### config.mk
export PLATFORM = sky130hd
export DESIGN_NAME = ieeedrv_byte_if
export DESIGN_NICKNAME = d
export VERILOG_FILES = /design/src/rtl/ieeedrv_pkg.sv /design/src/rtl/ieeedrv_edge.sv /design/src/rtl/ieeedrv_byte_if.sv
export SDC_FILE = /design/constraint.sdc
export NUM_CORES = 1
export LEC_CHECK = 0
export BUFFER_PORTS_ARGS = -buffer_cell sky130_fd_sc_hd__buf_2
export CORE_UTILIZATION = 44
export CTS_BUF_LIST = sky130_fd_sc_hd__clkbuf_8 sky130_fd_sc_hd__clkbuf_16
export CTS_CLUSTER_DIAMETER = 80
export CTS_CLUSTER_SIZE = 20
export DETAILED_ROUTE_END_ITERATION = 10
export GPL_TIMING_DRIVEN = 0
export PLACE_DENSITY = 0.78
export SKIP_CTS_REPAIR_TIMING = 1
export SYNTH_ARGS = -nofsm -noshare
export SYNTH_HDL_FRONTEND = slang
export SYNTH_SLANG_ARGS = --single-unit
### constraint.sdc
create_clock -name clk_sys -period 3.3 [get_ports clk_sys]
set_input_delay 0.33 -clock clk_sys [delete_from_list [all_inputs] [get_ports clk_sys]]
set_output_delay 0.33 -clock clk_sys [all_outputs]
set_load 0.1 [all_outputs]
### src/rtl/ieeedrv_pkg.sv
// Shared types and constants for the IEEE drive byte interface and track generator.
package ieeedrv_pkg;

  // Byte interface controller states.
  typedef enum logic [1:0] {
    S_IDLE   = 2'd0,
    S_RD     = 2'd1,
    S_WR_ARM = 2'd2,
    S_WR     = 2'd3
  } byteIfState_t;

  // GCR sync codes, shared with the track generator.
  localparam logic [7:0] HEADER_SYNC_CODE = 8'h08;
  localparam logic [7:0] DATA_SYNC_CODE   = 8'h07;
  localparam logic [7:0] TEST_SYNC_CODE   = 8'h0F;

  // True for the states in which the drive head writes.
  function automatic logic is_write_state(input byteIfState_t s);
    return (s == S_WR_ARM) || (s == S_WR);
  endfunction

endpackage

### src/rtl/ieeedrv_edge.sv
// Input flop plus falling-edge detector. The raw input is flopped once, and the
// previous flopped value is kept so a 1->0 transition yields a one-cycle pulse.
module ieeedrv_edge (
  input  logic clk_sys,
  input  logic reset_n,
  input  logic din,
  output logic fall
);

  logic din_q;
  logic din_hist;

  // Synchronising flop and one-deep history, both idle-high.
  always_ff @(posedge clk_sys or negedge reset_n) begin
    if (!reset_n) begin
      din_q    <= 1'b1;
      din_hist <= 1'b1;
    end else begin
      din_q    <= din;
      din_hist <= din_q;
    end
  end

  assign fall = din_hist & ~din_q;

endmodule

### src/rtl/ieeedrv_byte_if.sv
// Byte-level handshake between the track generator and the drive CPU port.
// Read mode latches each generated byte and signals it to the CPU; write mode
// double-buffers CPU bytes onto byte_wr/sync_wr at byte boundaries.
//
// Handshake: byte_rdy is the CPU-facing valid/ready flag. In read mode it means
// rd_data holds an unconsumed byte (valid); a one-cycle cpu_rd acknowledges it.
// In write mode it means the holding register is free (ready); a one-cycle cpu_wr
// fills it. A boundary arriving while the flag says "not consumed" (read) or
// "empty" (write) raises overrun or underrun respectively.
module ieeedrv_byte_if
  import ieeedrv_pkg::*;
#(
  parameter logic [7:0] FILL_BYTE = 8'h00,
  parameter int          SO_WIDTH  = 1
) (
  input  logic         clk_sys,
  input  logic         reset_n,
  input  logic         mtr,
  input  logic         mode_rd,
  input  logic         brdy_n,
  input  logic         sync_rd_n,
  input  logic [7:0]   byte_rd,
  input  logic         trk_err,
  output logic         rw,
  output logic         sync_wr,
  output logic [7:0]   byte_wr,
  input  logic [7:0]   cpu_din,
  input  logic         cpu_wr,
  input  logic         cpu_sync,
  input  logic         cpu_rd,
  output logic [7:0]   rd_data,
  output logic         byte_rdy,
  output logic         so_n,
  output logic         sync_det,
  output logic         overrun,
  output logic         underrun,
  output byteIfState_t state_dbg
);

  localparam logic [1:0] SO_LAST = 2'(SO_WIDTH - 1);

  byteIfState_t state;
  logic [1:0]   so_cnt;
  logic [7:0]   hold;
  logic         full;
  logic         bnd;
  logic         run;
  logic         mode_flip;
  logic         leave;
  logic         wr_take;
  logic         full_nxt;

  ieeedrv_edge u_brdy_edge (
    .clk_sys (clk_sys),
    .reset_n (reset_n),
    .din     (brdy_n),
    .fall    (bnd)
  );

  // Qualifiers for leaving the active modes and for consuming the holding register.
  always_comb begin
    run       = mtr & ~trk_err;
    mode_flip = (state == S_RD) ? ~mode_rd : mode_rd;
    leave     = ~run | mode_flip;
    wr_take   = bnd & ((state == S_WR) | ((state == S_WR_ARM) & (full | cpu_sync)));
    full_nxt  = full;
    if (wr_take) full_nxt = 1'b0;
    if (cpu_wr)  full_nxt = 1'b1;
  end

  // Controller FSM with all registered outputs, SO pulse timer and write buffer.
  always_ff @(posedge clk_sys or negedge reset_n) begin
    if (!reset_n) begin
      state    <= S_IDLE;
      rw       <= 1'b1;
      sync_wr  <= 1'b0;
      byte_wr  <= FILL_BYTE;
      rd_data  <= 8'h00;
      byte_rdy <= 1'b0;
      so_n     <= 1'b1;
      so_cnt   <= 2'd0;
      sync_det <= 1'b0;
      overrun  <= 1'b0;
      underrun <= 1'b0;
      hold     <= 8'h00;
      full     <= 1'b0;
    end else begin
      // The SO pulse runs to completion regardless of state; a new trigger below restarts it.
      if (!so_n) begin
        if (so_cnt == 2'd0) so_n   <= 1'b1;
        else                so_cnt <= so_cnt - 2'd1;
      end

      if (state == S_IDLE) begin
        byte_rdy <= 1'b0;
        sync_det <= 1'b0;
        sync_wr  <= 1'b0;
        rw       <= 1'b1;
        if (run) begin
          if (mode_rd) begin
            state <= S_RD;
          end else begin
            state <= S_WR_ARM;
            rw    <= 1'b0;
          end
        end
      end else if (leave) begin
        // Motor off / track error keeps the sticky flags; a mode change clears them.
        state    <= S_IDLE;
        rw       <= 1'b1;
        sync_wr  <= 1'b0;
        byte_rdy <= 1'b0;
        sync_det <= 1'b0;
        if (run) begin
          overrun  <= 1'b0;
          underrun <= 1'b0;
          full     <= 1'b0;
        end
      end else if (state == S_RD) begin
        if (cpu_rd) byte_rdy <= 1'b0;
        if (bnd) begin
          rd_data  <= byte_rd;
          sync_det <= ~sync_rd_n;
          // Sync-field bytes are latched but not announced to the CPU.
          if (sync_rd_n) begin
            if (byte_rdy && !cpu_rd) overrun <= 1'b1;
            byte_rdy <= 1'b1;
            so_n     <= 1'b0;
            so_cnt   <= SO_LAST;
          end
        end
      end else begin
        if (wr_take) begin
          state   <= S_WR;
          sync_wr <= cpu_sync;
          if (full) begin
            byte_wr <= hold;
            so_n    <= 1'b0;
            so_cnt  <= SO_LAST;
          end else begin
            byte_wr <= FILL_BYTE;
            if (!cpu_sync) underrun <= 1'b1;
          end
        end
        // A load in the boundary cycle lands after the old byte has been taken.
        if (cpu_wr) hold <= cpu_din;
        full     <= full_nxt;
        byte_rdy <= ~full_nxt;
      end
    end
  end

  assign state_dbg = state;

endmodule

# == Word-level counts from Yosys, hierarchy flattened ==
# Index checks and enable logic that the tools add are counted.
# word_totals
register_bits,38
inputBits,26
out_inout_bits,25
wordCells,122
# op_classes
n_addsub,1
eq_ne,9
muxes,59
n_bitwise,16
reduce_logical,22
# op_table
cell,count
two-way mux 1 bit,43
two-way mux 2 bit,15
AND reduction 4 bit,3
AND reduction 6 bit,2
nonzero test 2 bit,6
NOT 1 bit,9
nonzero test 3 bit,3
two-way mux 8 bit,1
"!= test 2 bit, second input constant",3
AND reduction 3 bit,2
bitwise AND 1 bit,4
"== test 2 bit, second input constant",2
zero test 2 bit,2
"!= test 2 x 1 -> 1 bit, second input constant",2
AND reduction 2 bit,2
"!= test 3 bit, second input constant",1
OR 1 bit,3
"== test 2 x 1 -> 1 bit, second input constant",1
"subtractor 2 x 1 -> 2 bit, second input constant",1
logical AND 1 bit,1
zero test 1 bit,1

# == Longest topological paths before layout ==
# Gate-level depths: netlist (run 1).
# logic_depth
depth_word,10
depth_mapped,5

# == Modules after synthesis ==
# A second synthesis (run 1) with hierarchy kept.
# hier_totals
cells_unflattened,130
area_unflattened_um2,1692.9
# by_module_without_submodules
mod,n_inst,cells_per_inst,area_per_inst_um2,seq_area_each_um2
ieeedrv_byte_if,1,127,1626.6,903.4
ieeedrv_edge,1,3,66.3,52.6

# == Worst setup path before layout (run 1) ==
# No wires, ideal clock.
# synth_timing
path_type,reg2reg
startpoint,"reg state[0], in the netlist state_dbg[0]"
endpoint,reg rd_data[0]
setup_time_ns,0.126
arrival_ns,2.035
required_time_ns,3.174
path_slack_ns,1.139
path_stages_with_launch,6
cell_sequence,dfrtp_1 -> nand2b_1 -> nor2_2 -> and3_4 -> buf_6 -> mux2_4
# synth_between
elab_chain_len,5
elab_cells_between_ends,7
classes_between,1 x eq/ne; 1 x mux; 3 x bitwise; 2 x reduce/logical
# synth_rtl
item,line_no,text
start: declaration,ieeedrv_byte_if.sv:42,byteIfState_t state;
start signal: assignment,ieeedrv_byte_if.sv:74,state <= S_IDLE;
start signal: assignment,ieeedrv_byte_if.sv:101,state <= S_RD;
start signal: assignment,ieeedrv_byte_if.sv:103,state <= S_WR_ARM;
== test 2 x 1 -> 1 bit,"ieeedrv_byte_if.sv:63, ieeedrv_byte_if.sv:119",
two-way mux 1 bit,ieeedrv_byte_if.sv:63,mode_flip = (state == S_RD) ? ~mode_rd : mode_rd;
OR 1 bit,ieeedrv_byte_if.sv:64,leave = ~run | mode_flip;
NOT 1 bit (no source line),-,
AND reduction 4 bit (no source line) *,-,
end signal: assignment,ieeedrv_byte_if.sv:122,rd_data <= byte_rd;
end: declaration,ieeedrv_byte_if.sv:31,"output logic [7:0] rd_data,"
# Every way passes the cells marked *; elsewhere a longest branch is shown, timed or not.
# A chain may end at the register's enable or synchronous reset.

# == Final worst setup path (run 1) ==
# layout_timing
startpoint,reg u_brdy_edge.din_hist
endpoint,reg byte_wr[2]
# layout_between
elab_chain_len,3
# layout_rtl
item,line_no,text
start: declaration,ieeedrv_edge.sv:11,logic din_hist;
start signal: assignment,ieeedrv_edge.sv:20,din_hist <= din_q;
bitwise AND 1 bit,ieeedrv_edge.sv:24,assign fall = din_hist & ~din_q;
bitwise AND 1 bit,ieeedrv_byte_if.sv:65,wr_take = bnd & ((state == S_WR) | ((state == S_WR_ARM) & (full | cpu_sync)));
AND reduction 4 bit (no source line),-,
end signal: assignment,ieeedrv_byte_if.sv:137,byte_wr <= hold;
end: declaration,ieeedrv_byte_if.sv:26,"output logic [7:0] byte_wr,"
# No other way between the ends.

==> reports/results.env, run 1 <==
OUTCOME='finished, final reports clean'
DRIVE_GT1_SHARE_PCT=46.9
CTS-BUFFERS-INSERTED=5
SYNTHDISTINCTLIBCELLS=35
FINAL_GP_CONGESTION=0.795
DETAIL_ROUTE.VIAS_PER_CELL=5.17
REGTOREGENDPOINT='byte_wr[2]'
WORSTPATHCELLLIST='nor2b_1 -> nand4_1 -> a22o_1'
VIA_COUNT=1241
SIMPLE_LOGIC_CELL_FRACTION_OF_THE_SYNTHESIZED_AREA_PCT=14.7
SYNTH.CELL_AREA_UM2=1670
SYNTH_XOR_XNOR_AREA_SHARE_PCT=0
START_UTIL_PCT=45.7
SYNTH.CELLS.MOST_FREQUENT='34 x sky130_fd_sc_hd__dfrtp_1, 10 x sky130_fd_sc_hd__a21oi_1, 10 x sky130_fd_sc_hd__a22o_1'
FLOORPLAN.IO_PINS=51
GRT_TOTAL_USAGE_PCT=17.5
POWER.DENSITY_nW_PER_UM2=547
ROUTED_WIRELENGTH_UM=3130
PORTBUFFERS=50
AREA_OVERHEAD_OF_THE_LAYOUT_RELATIVE_TO_SYNTHESIS_PCT=27.1
GRT_REMAINING_OVERFLOW=0
SLEW_HEADROOM_PCT=46.6
TRITONCTS='done'
IR_WORST_VDD_uV=253
CTS.SINK_COUNT=38
SETUP.WORST_PATH.END_CLASS='flip-flop'
SYNTH-COMPOUND-AREA-SHARE_PCT=12.9
CRITPATHKIND='reg2reg'
SYNTH.LARGEST_AREA_CELL='sky130_fd_sc_hd__dfrtp_1'
DIODES=0
SYNTH_EDF_COUNT=0
FIRSTDRTPASSITERS=4
SYN-INSTANCE-COUNT=134
PERIOD_NEEDED_PS=1720
GRT_FIRST_PASS_WIRELENGTH_UM=5430
ADDER_CELL_FRACTION_OF_SYNTH_AREA_PCT=0
DETAIL_ROUTE.ITER0.VIOLATIONS=36
NETLIST_TOP_CELLS_AREA='sky130_fd_sc_hd__dfrtp_1 51%, sky130_fd_sc_hd__mux2_4 7.2%, sky130_fd_sc_hd__dfstp_2 6.3%'
CLK_PIN_SLEW_WORST_PATHS_PS=70
DIE_H_UM=63.6
MAPPEDNETLISTNETS=160
CRITPATHTOPFAMILY='simple AND/OR/NAND/NOR gates'
CRITICAL_PATH_ARRIVAL_PS=1890
SYNTHMUXAREASHARE_PCT=12.6
RSZ_0062_RAISED_AFTER_GLOBAL_ROUTING='false'
COREAREA_UM2=3660
DRCVIOLATIONCOUNT=0
TIMING.REG2REG.SETUP_SLACK_PS=1580
CLK_LATENCY_PS=280
FINAL_NET_COUNT=217
CTS_MAX_LEVEL=2
CP_SLOWEST_STAGE_DELAY_PS=530
CLOCK.FMAX_GHz=0.580
WL_PER_CELL_UM=13.0
MIN_PERIOD_OVER_PERIOD_PCT=52.2
DIEWIDTH_UM=63.6
CTS.PATH.MAX_BUFFERS=2
NETLIST.AREA_LEADER.SHARE_PCT=50.9
CRIT_BUF_INV=0
FILL_CELLS=295
FINALSETUPTNS_PS=0
HOLDWS_PS=134
MAXIMUM_NUMBER_OF_PINS_ON_ONE_NET_BEFORE_GLOBAL_ROUTE_REPAIR=39
YS.WARNINGS.COUNT=0
YS_SEQ_ELEMENTS=38
SETUP-VIOLATIONS-FINAL=0
SYNTHESIS.AREA_PER_INSTANCE_UM2=12.5
SYNTH-SEQ-AREA-SHARE_PCT=57.2
TOTAL_LEAKAGE_POWER_nW=1.09
DIE_AREA_UM2=4050
HOLD_VIOLATIONS=0
REPORT.FINAL.SLEW_VIOL_COUNT=0
LARGEST_FAMILY_OF_LOGIC_CELLS_BY_SYNTHESIZED_AREA='simple AND/OR/NAND/NOR gates'
CRITICAL_PATH_PEAK_FANOUT=8
SYNTH_FLOP_CELL='sky130_fd_sc_hd__dfrtp_1'
YOSYSMOSTFREQUENTCELL='sky130_fd_sc_hd__dfrtp_1'
PLACED_CELLS=232
ROUTE.ANTENNA.REMAINING_NETS=0
CLOCK_TREE.ROOT_CELL='sky130_fd_sc_hd__clkbuf_8'
GRT_ANTENNA_BEFORE_REPAIR=0
CORE.ROWCOUNT=22
FINISH.CELL_COUNT_WITHOUT_FILLERS=240
WORSTSETUPSTARTPOINTTYPE='flip-flop'
TIGHTEST_SLEW_PS=800
SYNTHARSTFLOPSHARE_PCT=100
FIRST_GLOBAL_VIAS=1167
REGTOREGSTARTPOINT='u_brdy_edge.din_hist'
HP-CLASS='in2async'
MAXCAP_VIOL_COUNT=0
CRITPATHREQUIREDTIME_PS=3470
REG2REG_DEPTH=3
DPL.HPWL_UM=2200
FINCLKSKEW_PS=3.65
TIMING.CRITICAL_PATH.SLOWEST_STAGE_CELL='sky130_fd_sc_hd__dfstp_2'
[power breakdown]
group	switching, mW	internal (mW)	leakage (nW)
combinational	0.123	0.0564	0.506
clock	0.152	0.322	0.0714
sequential	0.0132	0.494	0.508
total	0.288	0.873	1.09
[kinds of logic (layout without fill, tap and decap cells)]
family / after synthesis / in the layout
buffers and inverters: 7 / 65
muxes: 16 / 16
and+or+nand+nor: 41 / 41
AOI/OAI and AO/OA: 32 / 32
DFF: 38 / 38
[worst reg2reg max path: stages, from the launching register on]
cell                      delay, ps
sky130_fd_sc_hd__dfstp_2        530
sky130_fd_sc_hd__nor2b_1        370
sky130_fd_sc_hd__nand4_1        410
sky130_fd_sc_hd__a22o_1         310
[flip-flops by register name, indices dropped and copies added, names as in the netlist, 2 cells and up]
name / flops
state_dbg: 2
so_cnt: 2
hold: 8
byte_wr: 8
rd_data: 8
[layout by cell type (no fill, tap or decap), drive strengths merged]
| cell | count |
|---|---|
| nand2b | 6 |
| o21ai | 6 |
| clkbuf | 8 |
| and4 | 1 |
| mux2 | 16 |
| a22o | 10 |
| bufinv | 2 |
| and3b | 2 |
| buf | 55 |
| or3 | 2 |
| a311oi | 1 |
| nand3 | 1 |
| a31oi | 2 |
| nor2b | 3 |
| nor3 | 3 |
| dfrtp | 34 |
| nor2 | 7 |
| a21boi | 1 |
| and2b | 3 |
| a22oi | 1 |
| nand4 | 1 |
| and3 | 4 |
| or2 | 1 |
| o21a | 1 |
| nand2 | 6 |
| a21oi | 10 |
| dfstp | 4 |
| nor3b | 1 |
[how the worst max path moves through the flow]
| stage | from | endpoint | slack [ps] | cells after the start |
|---|---|---|---|---|
| after CTS | u_brdy_edge.din_hist | byte_wr[2] | 1610 | 3 |
| after floorplan | state_dbg[0] | rd_data[0] | 1140 | 5 |
| after detailed placement | u_brdy_edge.din_hist | byte_wr[2] | 1620 | 3 |
| after global routing | u_brdy_edge.din_hist | byte_wr[5] | 1500 | 3 |
| final | u_brdy_edge.din_hist | byte_wr[2] | 1580 | 3 |
| after global placement | u_brdy_edge.din_hist | byte_wr[7] | 1640 | 3 |
[metal layers]
layer	track usage, %	wire [um]
met5	0	0
met4	7.67	0
met3	3.80	131
met2	28.3	1600
met1	22.4	1390
[final cells by class]
cell class | count | area (um^2) | share of cell area, %
Buffer | 7 | 43.8 | 2.06
Clock buffer | 6 | 82.6 | 3.89
Clock inverter | 2 | 60.1 | 2.83
Multi-Input combinational cell | 89 | 672 | 31.6
Sequential cell | 38 | 956 | 45.0
Tap cell | 48 | 60.1 | 2.83
Timing Repair Buffer | 50 | 250 | 11.8
[metrics by stage]
step	power, mW	instance area, um^2	util (%)	worst slack, ps
after floorplan	0.648	1670	-	1140
after global placement	0.692	1980	54.1	1640
after detailed placement	0.695	1980	54.1	1620
after CTS	1.18	2120	58.0	1610
after global routing	1.22	2120	58.0	1500
final	1.16	2120	58.0	1580
No activity file was read; power rests on OpenSTA's default activity.
==> inputs of run 2 (changes only) <==
==> constraint.sdc (replaced) <==
create_clock -name clk_sys -period 1.7 [get_ports clk_sys]
set_input_delay 0.17 -clock clk_sys [delete_from_list [all_inputs] [get_ports clk_sys]]
set_output_delay 0.17 -clock clk_sys [all_outputs]
set_load 0.1 [all_outputs]
==> run 2 against run 1 <==
The flow now finishes with violations (hold timing). Sequential cell count did not move. Via count rose by 0.16%. Cell area fell by 0.65%. Maximum frequency up 6.1%. Count of clock-buffer cells in the layout unchanged. Critical path depth increased by 2. Die area stayed put. Non-clock buffer count rose by 2. Wire length rose by 1.8%. Largest power group unchanged. Highest routed layer is now met4.
==> reports/results.env, run 2 (synthesized netlist as in run 1, its figures left out) <==
SETUP.WORST_PATH.END_CLASS='flip-flop'
POSTLAYOUTCELLAREA_UM2=2110  # -0.65%
CRITPATHREQUIREDTIME_PS=1860  # -1610 ps
REPORT.FINAL.SLEW_VIOL_COUNT=0  # unchanged
GRT_ANTENNA_BEFORE_REPAIR=0  # unchanged
SLEW_HEADROOM_PCT=45.3  # -1.3 points
CRIT_END='rd_data[0]'
VIOLATIONS='hold timing'
PLACE_AREA_UM2=2000  # +1.0%
CORE.ROWCOUNT=22  # unchanged
SETUP-VIOLATIONS-FINAL=0  # unchanged
TIMING.REG2REG.SETUP_SLACK_PS=80  # -1500 ps
COREAREA_UM2=3660  # unchanged
TRITONCTS='done'
CTS.SINK_COUNT=38  # unchanged
FINISH.CELL_COUNT_WITHOUT_FILLERS=242  # +0.83%
PERIOD_NEEDED_PS=1620  # -99.7 ps
DETAIL_ROUTE.VIAS_PER_CELL=5.14  # -0.67%
HP-CLASS='in2async'
GRT_TOTAL_USAGE_PCT=17.5  # -0.020 points
CTS_MAX_LEVEL=2  # unchanged
CLK_LATENCY_PS=280  # about the same
TOTAL_LEAKAGE_POWER_nW=1.07  # -1.1%
MAXIMUM_NUMBER_OF_PINS_ON_ONE_NET_BEFORE_GLOBAL_ROUTE_REPAIR=39  # unchanged
DIE_AREA_UM2=4050  # unchanged
HOLDWS_PS=-13.6  # -148 ps
CLOCK_TREE.ROOT_CELL='sky130_fd_sc_hd__clkbuf_8'
ROUTED_WIRELENGTH_UM=3180  # +1.8%
MOSTFREQUENTLAYOUTCELL='sky130_fd_sc_hd__buf_2'
CRITPATHLAUNCH='u_brdy_edge.din_q'
CTS.PATH.MAX_BUFFERS=2  # unchanged
CLOCK.FMAX_GHz=0.616  # +6.1%
FLOORPLAN.IO_PINS=51  # unchanged
REG2REG_DEPTH=5  # +2
FINAL_NET_COUNT=219  # +0.92%
DIE_H_UM=63.6  # unchanged
DIODES=0  # unchanged
POWER.DENSITY_nW_PER_UM2=920  # +68%
FIRSTDRTPASSITERS=4  # unchanged
TIGHTEST_SLEW_PS=820  # +19.6 ps
CRITICAL_PATH_ARRIVAL_PS=1790  # -100 ps
RSZ_0062_RAISED_AFTER_GLOBAL_ROUTING='false'
CLK_PIN_SLEW_WORST_PATHS_PS=70  # about the same
CTS-BUFFERS-INSERTED=5  # unchanged
PORTBUFFERS=50  # unchanged
FINALSETUPTNS_PS=0  # unchanged
POST-ROUTE-WORST-SETUP-SLACK_PS=76.7  # -1500 ps
ROUTE.ANTENNA.REMAINING_NETS=0  # unchanged
FINCLKSKEW_PS=2.46  # -1.19 ps
DIEWIDTH_UM=63.6  # unchanged
FINAL_GP_CONGESTION=0.790  # -0.53%
MAXCAP_VIOL_COUNT=0  # unchanged
REGTOREGSTARTPOINT='u_brdy_edge.din_q'
OUTCOME='finished, violations left'
DETAILEDPLACE.WORSTSLACK_PS=48.5  # -1570 ps
COMMONEST_CELLS_AFTER_ROUTING_FILL_AND_TAPS_ASIDE='52 x sky130_fd_sc_hd__buf_2, 32 x sky130_fd_sc_hd__dfrtp_1, 10 x sky130_fd_sc_hd__a21oi_1, 10 x sky130_fd_sc_hd__a22o_1'
DPL.HPWL_UM=2300  # +4.3%
WL_PER_CELL_UM=13.2  # +0.92%
CRITPATHKIND='reg2reg'
FIRST_GLOBAL_VIAS=1214  # +4.0%
LAYOUT_TOP_REGISTERS='byte_wr (8), hold (8), rd_data (8)'
MIN_PERIOD_OVER_PERIOD_PCT=95.5  # +43 points
DRIVE_GT1_SHARE_PCT=47.9  # +1.1 points
FIN_TOTAL_PWR_mW=1.94  # +67%
AREA_OVERHEAD_OF_THE_LAYOUT_RELATIVE_TO_SYNTHESIS_PCT=26.3
IR_WORST_VDD_uV=623  # +150%
DRCVIOLATIONCOUNT=0  # unchanged
PLACED_CELLS=232  # unchanged
REGTOREGENDPOINT='rd_data[0]'
FINAL_UTIL_PCT=57.7  # -0.38 points
VIA_COUNT=1243  # +0.16%
DETAIL_ROUTE.ITER0.VIOLATIONS=28  # -22%
GRT_FIRST_PASS_WIRELENGTH_UM=5360  # -1.3%
GRT_REMAINING_OVERFLOW=0  # unchanged
START_UTIL_PCT=45.7  # unchanged
WORSTSETUPSTARTPOINTTYPE='flip-flop'
FILL_CELLS=326  # +11%
HOLD_VIOLATIONS=34  # +34
CRITICAL_PATH_PEAK_FANOUT=8  # unchanged
==> run 2: cell types whose count changed in the layout (fill, tap and decap cells not counted), sizes merged <==
cell / delta
buf: +1
bufinv: -2
clkinv: +1
dlygate4sd3: +1
inv: +1
==> run 2: critical path, cell delays in order, from the launching register on <==
cell and delay [ps]:
sky130_fd_sc_hd__dfstp_2 540, sky130_fd_sc_hd__nand2b_1 270, sky130_fd_sc_hd__nor2_4 60, sky130_fd_sc_hd__and3_4 180, sky130_fd_sc_hd__buf_6 140, sky130_fd_sc_hd__mux2_4 300
==> run 2: how the worst min path moves through the flow <==
stage	slack, ps	from	cells after the start	end
floorplan	-130	reset_n	0	byte_rdy
global placement	280	brdy_n	1	u_brdy_edge.din_q
detailed placement	280	brdy_n	1	u_brdy_edge.din_q
CTS	-20	brdy_n	1	u_brdy_edge.din_q
global route	60	reset_n	1	byte_rdy
finish	-10	reset_n	1	overrun
==> run 2: per-layer routing <==
| metal | track usage (%) | part of all wire (%) | routed length [um] | vias up |
|---|---|---|---|---|
| met1 | 21.3 | 46 | 1470 | 609 |
| met5 | 0 | 0 | 0 | - |
| met2 | 28.7 | 49 | 1550 | 32 |
| li1 | - | - | - | 598 |
| met4 | 7.39 | 1.0 | 33 | 0 |
| met3 | 5.07 | 4.1 | 131 | 4 |
==> run 2: report_power, final <==
group          switching (mW)  total, mW  internal [mW]
Sequential             0.0270      0.988          0.961
Combinational           0.238      0.351          0.113
Clock                   0.284      0.604          0.321
==> run 2: area by class of cell <==
cell class	count	area [um^2]	share of cell area [%]
Buffer	7	43.8	2.07
Sequential cell	38	963	45.6
Multi-Input combinational cell	89	684	32.4
Clock inverter	2	8.76	0.415
Clock buffer	6	82.6	3.91
Tap cell	48	60.1	2.85
Timing Repair Buffer	52	268	12.7
